[config.mk]
export PLATFORM = sky130hd
export DESIGN_NAME = div_seq
export DESIGN_NICKNAME = d
export VERILOG_FILES = /design/src/rtl/m_ext_pkg.sv /design/src/rtl/div_step.sv /design/src/rtl/div_seq.sv
export SDC_FILE = /design/constraint.sdc
export NUM_CORES = 1
export LEC_CHECK = 0
export CAP_MARGIN = 10
export CORE_MARGIN = 10
export CORE_UTILIZATION = 55
export CTS_CLUSTER_DIAMETER = 60
export DETAILED_ROUTE_END_ITERATION = 16
export PLACE_DENSITY = 0.82
export SLEW_MARGIN = 20
export SYNTH_ARGS = -nofsm -noshare
export SYNTH_HDL_FRONTEND = slang
export SYNTH_SLANG_ARGS = --single-unit
export TNS_END_PERCENT = 30
[constraint.sdc]
create_clock -name clk_i -period 10.2 [get_ports clk_i]
set_clock_uncertainty 0.05 [all_clocks]
set_input_delay 3.06 -clock clk_i [delete_from_list [all_inputs] [get_ports clk_i]]
set_output_delay 3.06 -clock clk_i [all_outputs]
set_load 0.005 [all_outputs]
[src/rtl/m_ext_pkg.sv]
// Shared types and constants for the M-extension datapaths (multiplier/divider).
package m_ext_pkg;

    localparam int unsigned XLEN = 32;

    typedef enum logic [1:0] {
        S_IDLE = 2'd0,
        S_CALC = 2'd1,
        S_DONE = 2'd2
    } div_state_t;

    localparam logic [XLEN-1:0] MIN_SINT  = {1'b1, {(XLEN-1){1'b0}}};
    localparam logic [XLEN-1:0] DIV0_QUOT = '1;

endpackage

[src/rtl/div_step.sv]
// One restoring-division iteration: shift {rem,quo} left, trial-subtract the divisor,
// keep the difference and set the quotient bit when no borrow occurs.
module div_step
    import m_ext_pkg::*;
#(
    parameter int unsigned XLEN = m_ext_pkg::XLEN
) (
    input  logic [XLEN:0]   rem_i,
    input  logic [XLEN-1:0] quo_i,
    input  logic [XLEN-1:0] divisor_i,
    output logic [XLEN:0]   rem_o,
    output logic [XLEN-1:0] quo_o
);

    logic [XLEN:0]   shifted;
    logic [XLEN+1:0] trial;
    logic            borrow;

    always_comb begin
        shifted = {rem_i[XLEN-1:0], quo_i[XLEN-1]};
        // Full-width trial keeps the borrow in the top bit even for the widest partial remainder.
        trial   = {rem_i, quo_i[XLEN-1]} - {2'b00, divisor_i};
        borrow  = trial[XLEN+1];
        rem_o   = borrow ? shifted : trial[XLEN:0];
        quo_o   = {quo_i[XLEN-2:0], ~borrow};
    end

endmodule

[src/rtl/div_seq.sv]
// Iterative radix-2 restoring divider for DIV/DIVU/REM/REMU with a req/ready handshake.
// One quotient bit per CALC cycle; divide-by-zero and signed overflow bypass the iterations.
module div_seq
    import m_ext_pkg::*;
#(
    parameter int unsigned XLEN = m_ext_pkg::XLEN
) (
    input  logic            clk_i,
    input  logic            rst_i,
    input  logic            req_i,
    input  logic            signed_i,
    input  logic            abort_i,
    input  logic [XLEN-1:0] dividend_i,
    input  logic [XLEN-1:0] divisor_i,
    output logic            busy_o,
    output logic            ready_o,
    output logic [XLEN-1:0] quotient_o,
    output logic [XLEN-1:0] remainder_o
);

    localparam int unsigned     CNT_W    = $clog2(XLEN);
    localparam logic [XLEN-1:0] MIN_VAL  = {1'b1, {(XLEN-1){1'b0}}};

    div_state_t      state_q, state_d;
    logic [CNT_W-1:0] cnt_q, cnt_d;
    logic [XLEN:0]   rem_q, rem_d;
    logic [XLEN-1:0] quo_q, quo_d;
    logic [XLEN-1:0] dvs_q, dvs_d;
    logic            negq_q, negq_d;
    logic            negr_q, negr_d;
    logic            spec_q, spec_d;
    logic            busy_q, busy_d;
    logic            ready_q, ready_d;
    logic [XLEN-1:0] quotient_q, quotient_d;
    logic [XLEN-1:0] remainder_q, remainder_d;

    logic [XLEN:0]   step_rem;
    logic [XLEN-1:0] step_quo;
    logic [XLEN-1:0] fin_quo, fin_rem;
    logic            a_neg, b_neg;

    div_step #(.XLEN(XLEN)) u_step (
        .rem_i     (rem_q),
        .quo_i     (quo_q),
        .divisor_i (dvs_q),
        .rem_o     (step_rem),
        .quo_o     (step_quo)
    );

    always_comb begin
        state_d     = state_q;
        cnt_d       = cnt_q;
        rem_d       = rem_q;
        quo_d       = quo_q;
        dvs_d       = dvs_q;
        negq_d      = negq_q;
        negr_d      = negr_q;
        spec_d      = spec_q;
        quotient_d  = quotient_q;
        remainder_d = remainder_q;

        a_neg = signed_i & dividend_i[XLEN-1];
        b_neg = signed_i & divisor_i[XLEN-1];

        // Special cases preload their final values and skip the iterations.
        fin_quo = spec_q ? quo_q : step_quo;
        fin_rem = spec_q ? rem_q[XLEN-1:0] : step_rem[XLEN-1:0];
        if (negq_q) fin_quo = -fin_quo;
        if (negr_q) fin_rem = -fin_rem;

        case (state_q)
            S_IDLE: begin
                if (req_i && !abort_i) begin
                    state_d = S_CALC;
                    cnt_d   = CNT_W'(XLEN - 1);
                    rem_d   = '0;
                    quo_d   = a_neg ? -dividend_i : dividend_i;
                    dvs_d   = b_neg ? -divisor_i : divisor_i;
                    negq_d  = a_neg ^ b_neg;
                    negr_d  = a_neg;
                    spec_d  = 1'b0;
                    if (divisor_i == '0) begin
                        spec_d = 1'b1;
                        quo_d  = '1;
                        rem_d  = {1'b0, dividend_i};
                        negq_d = 1'b0;
                        negr_d = 1'b0;
                    end else if (signed_i && dividend_i == MIN_VAL && divisor_i == '1) begin
                        spec_d = 1'b1;
                        quo_d  = MIN_VAL;
                        rem_d  = '0;
                        negq_d = 1'b0;
                        negr_d = 1'b0;
                    end
                end
            end
            S_CALC: begin
                if (abort_i) begin
                    state_d = S_IDLE;
                end else if (spec_q || cnt_q == '0) begin
                    state_d     = S_DONE;
                    quotient_d  = fin_quo;
                    remainder_d = fin_rem;
                end else begin
                    rem_d = step_rem;
                    quo_d = step_quo;
                    cnt_d = cnt_q - CNT_W'(1);
                end
            end
            S_DONE: begin
                state_d = S_IDLE;
            end
            default: begin
                state_d = S_IDLE;
            end
        endcase

        busy_d  = (state_d != S_IDLE);
        ready_d = (state_d == S_DONE);
    end

    always_ff @(posedge clk_i) begin
        if (rst_i) begin
            state_q     <= S_IDLE;
            cnt_q       <= '0;
            rem_q       <= '0;
            quo_q       <= '0;
            dvs_q       <= '0;
            negq_q      <= 1'b0;
            negr_q      <= 1'b0;
            spec_q      <= 1'b0;
            busy_q      <= 1'b0;
            ready_q     <= 1'b0;
            quotient_q  <= '0;
            remainder_q <= '0;
        end else begin
            state_q     <= state_d;
            cnt_q       <= cnt_d;
            rem_q       <= rem_d;
            quo_q       <= quo_d;
            dvs_q       <= dvs_d;
            negq_q      <= negq_d;
            negr_q      <= negr_d;
            spec_q      <= spec_d;
            busy_q      <= busy_d;
            ready_q     <= ready_d;
            quotient_q  <= quotient_d;
            remainder_q <= remainder_d;
        end
    end

    assign busy_o      = busy_q;
    assign ready_o     = ready_q;
    assign quotient_o  = quotient_q;
    assign remainder_o = remainder_q;

endmodule
==> out/qor.csv <==
metric,value,unit
ant_nets,0,
io_pins,135,
r2r_start,quo_q[31],
synth_seq_cells,173,
run_status,"complete, no violations",
synthCells,1790,
overflow,0,
clock-sinks,173,
cts_resized,0,
htreeDepth,4,
finalHoldViolCount,0,
period_needed,6.63,ns
fmax,151,MHz
power.total,1.85,mW
path_clk_slew,0.08,ns
place_ws,3.03,ns
synth_area,0.0130,mm2
fp-row-count,56,
p_comb_share,25.2,%
setup_viol,0,
power_density,123,mW/mm2
routedWlPerCell,18.3,um
post-route-util,64.2,%
hpwlAfterDp,29500,um
antenna_found_initial,2,
slew_headroom,24.2,%
ys_top_cells_by_area,"dfxtp_1 27%, nor2_1 6.3%, nand2_1 5.8%",
r2r-end,quotient_o[30],
multi_input_area,0.00887,mm2
die_w,174,um
num_vias,13516,
cts_root_buf,clkbuf_16,
synth.cells.most_frequent,"217 x nor2_1, 200 x nand2_1, 173 x dfxtp_1",
core_area,0.0234,mm2
nNetsFinal,1940,
path_class,reg2reg,
whs_path_depth,2,
critical_path_arrival,6.95,ns
grt_pass1_wl,63000,um
yosysSeqAreaShare,26.6,%
clkPwrFrac,35.1,%
hold_path_class,reg2reg,
seq_area,0.00347,mm2
slew_viol_final,0,
drv_cap,0,
min_from,quotient_o[7],
grt_max_degree,113,
p_leak,5.45,nW
grt_usage,24.8,%
yosys_warnings,0,
wl,39500,um
yosysMostFrequentCell,nor2_1,
viasPerCell,6.24,
drc,0,
fin_tns_setup,0,ns
port_buffers,134,
max_stage_delay,0.61,ns
post_cts_buffers,0,
final_area,0.0150,mm2
swShare,34.6,%
fillers,2104,
cp_max_fo,21,
clock_path_buffers,2,
layout_setup_ws,3.57,ns
r2r_setup_slack,3.57,ns
peakVddDrop,0.0830,mV
synth-edff-count,0,
start_util,55.6,%
postCtsHoldBufs,0,
synth_top_area_cell,dfxtp_1,
whs_endpoint,quotient_o[7],
avgSynthCellArea,7.27,um2
dr.pass1.iters,7,
cp-start-kind,register,
area_delta_synth_final,15.5,%
yosys.area.top_type_share,26.6,%
critPathTopFamily,simple AND/OR/NAND/NOR gates,
crit_path_end_kind,register,
dieArea,0.0302,mm2
grt_setup_unrepaired,false,
placed_area,0.0144,mm2
rr_worst_depth,23,
seqPwrFrac,39.7,%
die_h,174,um
ys_types,88,
cp_slowest_cell,dfxtp_1,
worst_pin_slew,1.13,ns
crit_chain,"inv_1, ha_1, nor2b_1, o211ai_2, a211oi_2, o31a_4, o21a_1, buf_4, nor3_4, a21oi_1, ha_1, nand2b_1, or2_2, or3_1, or3_1, nor3_1, nand4_1, nor2_1, nand4_1, o21ai_0, xor2_1, nand2_1, a21oi_1",
syn_nets,1898,
critPathRequiredTime,10.52,ns
clock_latency,0.45,ns
fin_crit_sh,65.0,%
cts_made_buffers,17,
cp_num_buf_inv,2,
power.switching,0.641,mW
layout-drive-gt1-share,5.37,%
ys_async_sr_fraction,0,%
grt_pass1_vias,12383,
ys.flop_type,dfxtp_1,
p_int,1.21,mW
first_iter_violations,1572,
place_congestion,0.945,
cts_tree,built,
## layout make-up
type	instances	area share [%]
clock inverter	15	1.01
tap	319	2.66
timing repair buffer	150	9.82
antenna	2	0.0333
multi-input combinational	1430	59.1
sequential	173	23.1
clock buffer	17	2.83
inverter	60	1.50
## worst max-delay path by stage
stage                  startpoint             end  slack, ns  depth (start not counted)
CTS                  divisor_i[0]       rem_q[26]       3.45                         11
global route            quo_q[31]  quotient_o[30]       3.28                         23
global placement     divisor_i[0]       quo_q[27]       3.17                         12
detailed placement   divisor_i[0]        rem_q[2]       3.03                         11
floorplan           dividend_i[1]       quo_q[29]       4.43                         10
finish                  quo_q[31]  quotient_o[30]       3.57                         23
## flip-flops by register name (all words and copies together) (netlist names)
name	flops
busy_o	1
cnt_q	5
dvs_q	32
negq_q	1
negr_q	1
quo_q	32
quotient_o	32
ready_o	1
rem_q	33
remainder_o	32
spec_q	1
state_q	2
## per-layer routing
metal | vias to the layer above | track usage [%] | share of wire (%)
li1 | 6630 | - | -
met1 | 6170 | 31.1 | 43
met2 | 620 | 39.8 | 45
met3 | 96 | 5.36 | 8.5
met4 | 0 | 11.6 | 3.8
met5 | - | 0 | 0
## stage by stage
step           std cells  hold WS, ns
6_report            2166        0.399
3_5_place_dp        2131        0.394
4_1_cts             2163        0.402
5_1_grt             2165        0.416
2_1_floorplan       1790        0.382
3_3_place_gp        2131        0.388
## kinds of logic (layout without fill, tap and decap cells)
kind of cell,Yosys count,in the layout,synth area share (%)
fa+ha+maj,39,39,3.81
other cells,0,2,0
mux,34,34,2.65
xor+xnor,121,121,8.15
simple gates,708,708,25.9
buf+inv,187,242,5.56
flops,173,173,26.6
compound gates,528,528,27.3
## layout by cell type (no fill, tap or decap), types with 56 or more instances in the layout
cell type,synthesis,final
o21ai_0,99,98
nor3_1,88,87
a21oi_1,136,136
dfxtp_1,173,172
clkdlybuf4s50_1,0,133
nand2_1,200,199
a211oi_1,85,85
inv_1,56,56
xnor2_1,66,66
nor2_1,217,214
## power by group through the flow
stage / clock network [mW] / registers (mW) / logic (mW)
after floorplan: 0 / 0.737 / 0.330
after global placement: 0 / 0.748 / 0.445
after detailed placement: 0 / 0.750 / 0.455
after CTS: 0.653 / 0.734 / 0.457
after global routing: 0.682 / 0.740 / 0.511
final: 0.650 / 0.735 / 0.466
## worst register-to-register path: stages (launching register included)
cell      delay [ns]
dfxtp_1         0.61
inv_1           0.33
ha_1            0.32
nor2b_1         0.25
o211ai_2        0.23
a211oi_2        0.45
o31a_4          0.23
o21a_1          0.13
buf_4           0.30
nor3_4          0.16
a21oi_1         0.31
ha_1            0.23
nand2b_1        0.07
or2_2           0.31
or3_1           0.39
or3_1           0.39
nor3_1          0.43
nand4_1         0.22
nor2_1          0.27
nand4_1         0.21
o21ai_0         0.28
xor2_1          0.17
nand2_1         0.07
a21oi_1         0.17
(Power assumes the default switching activity.)
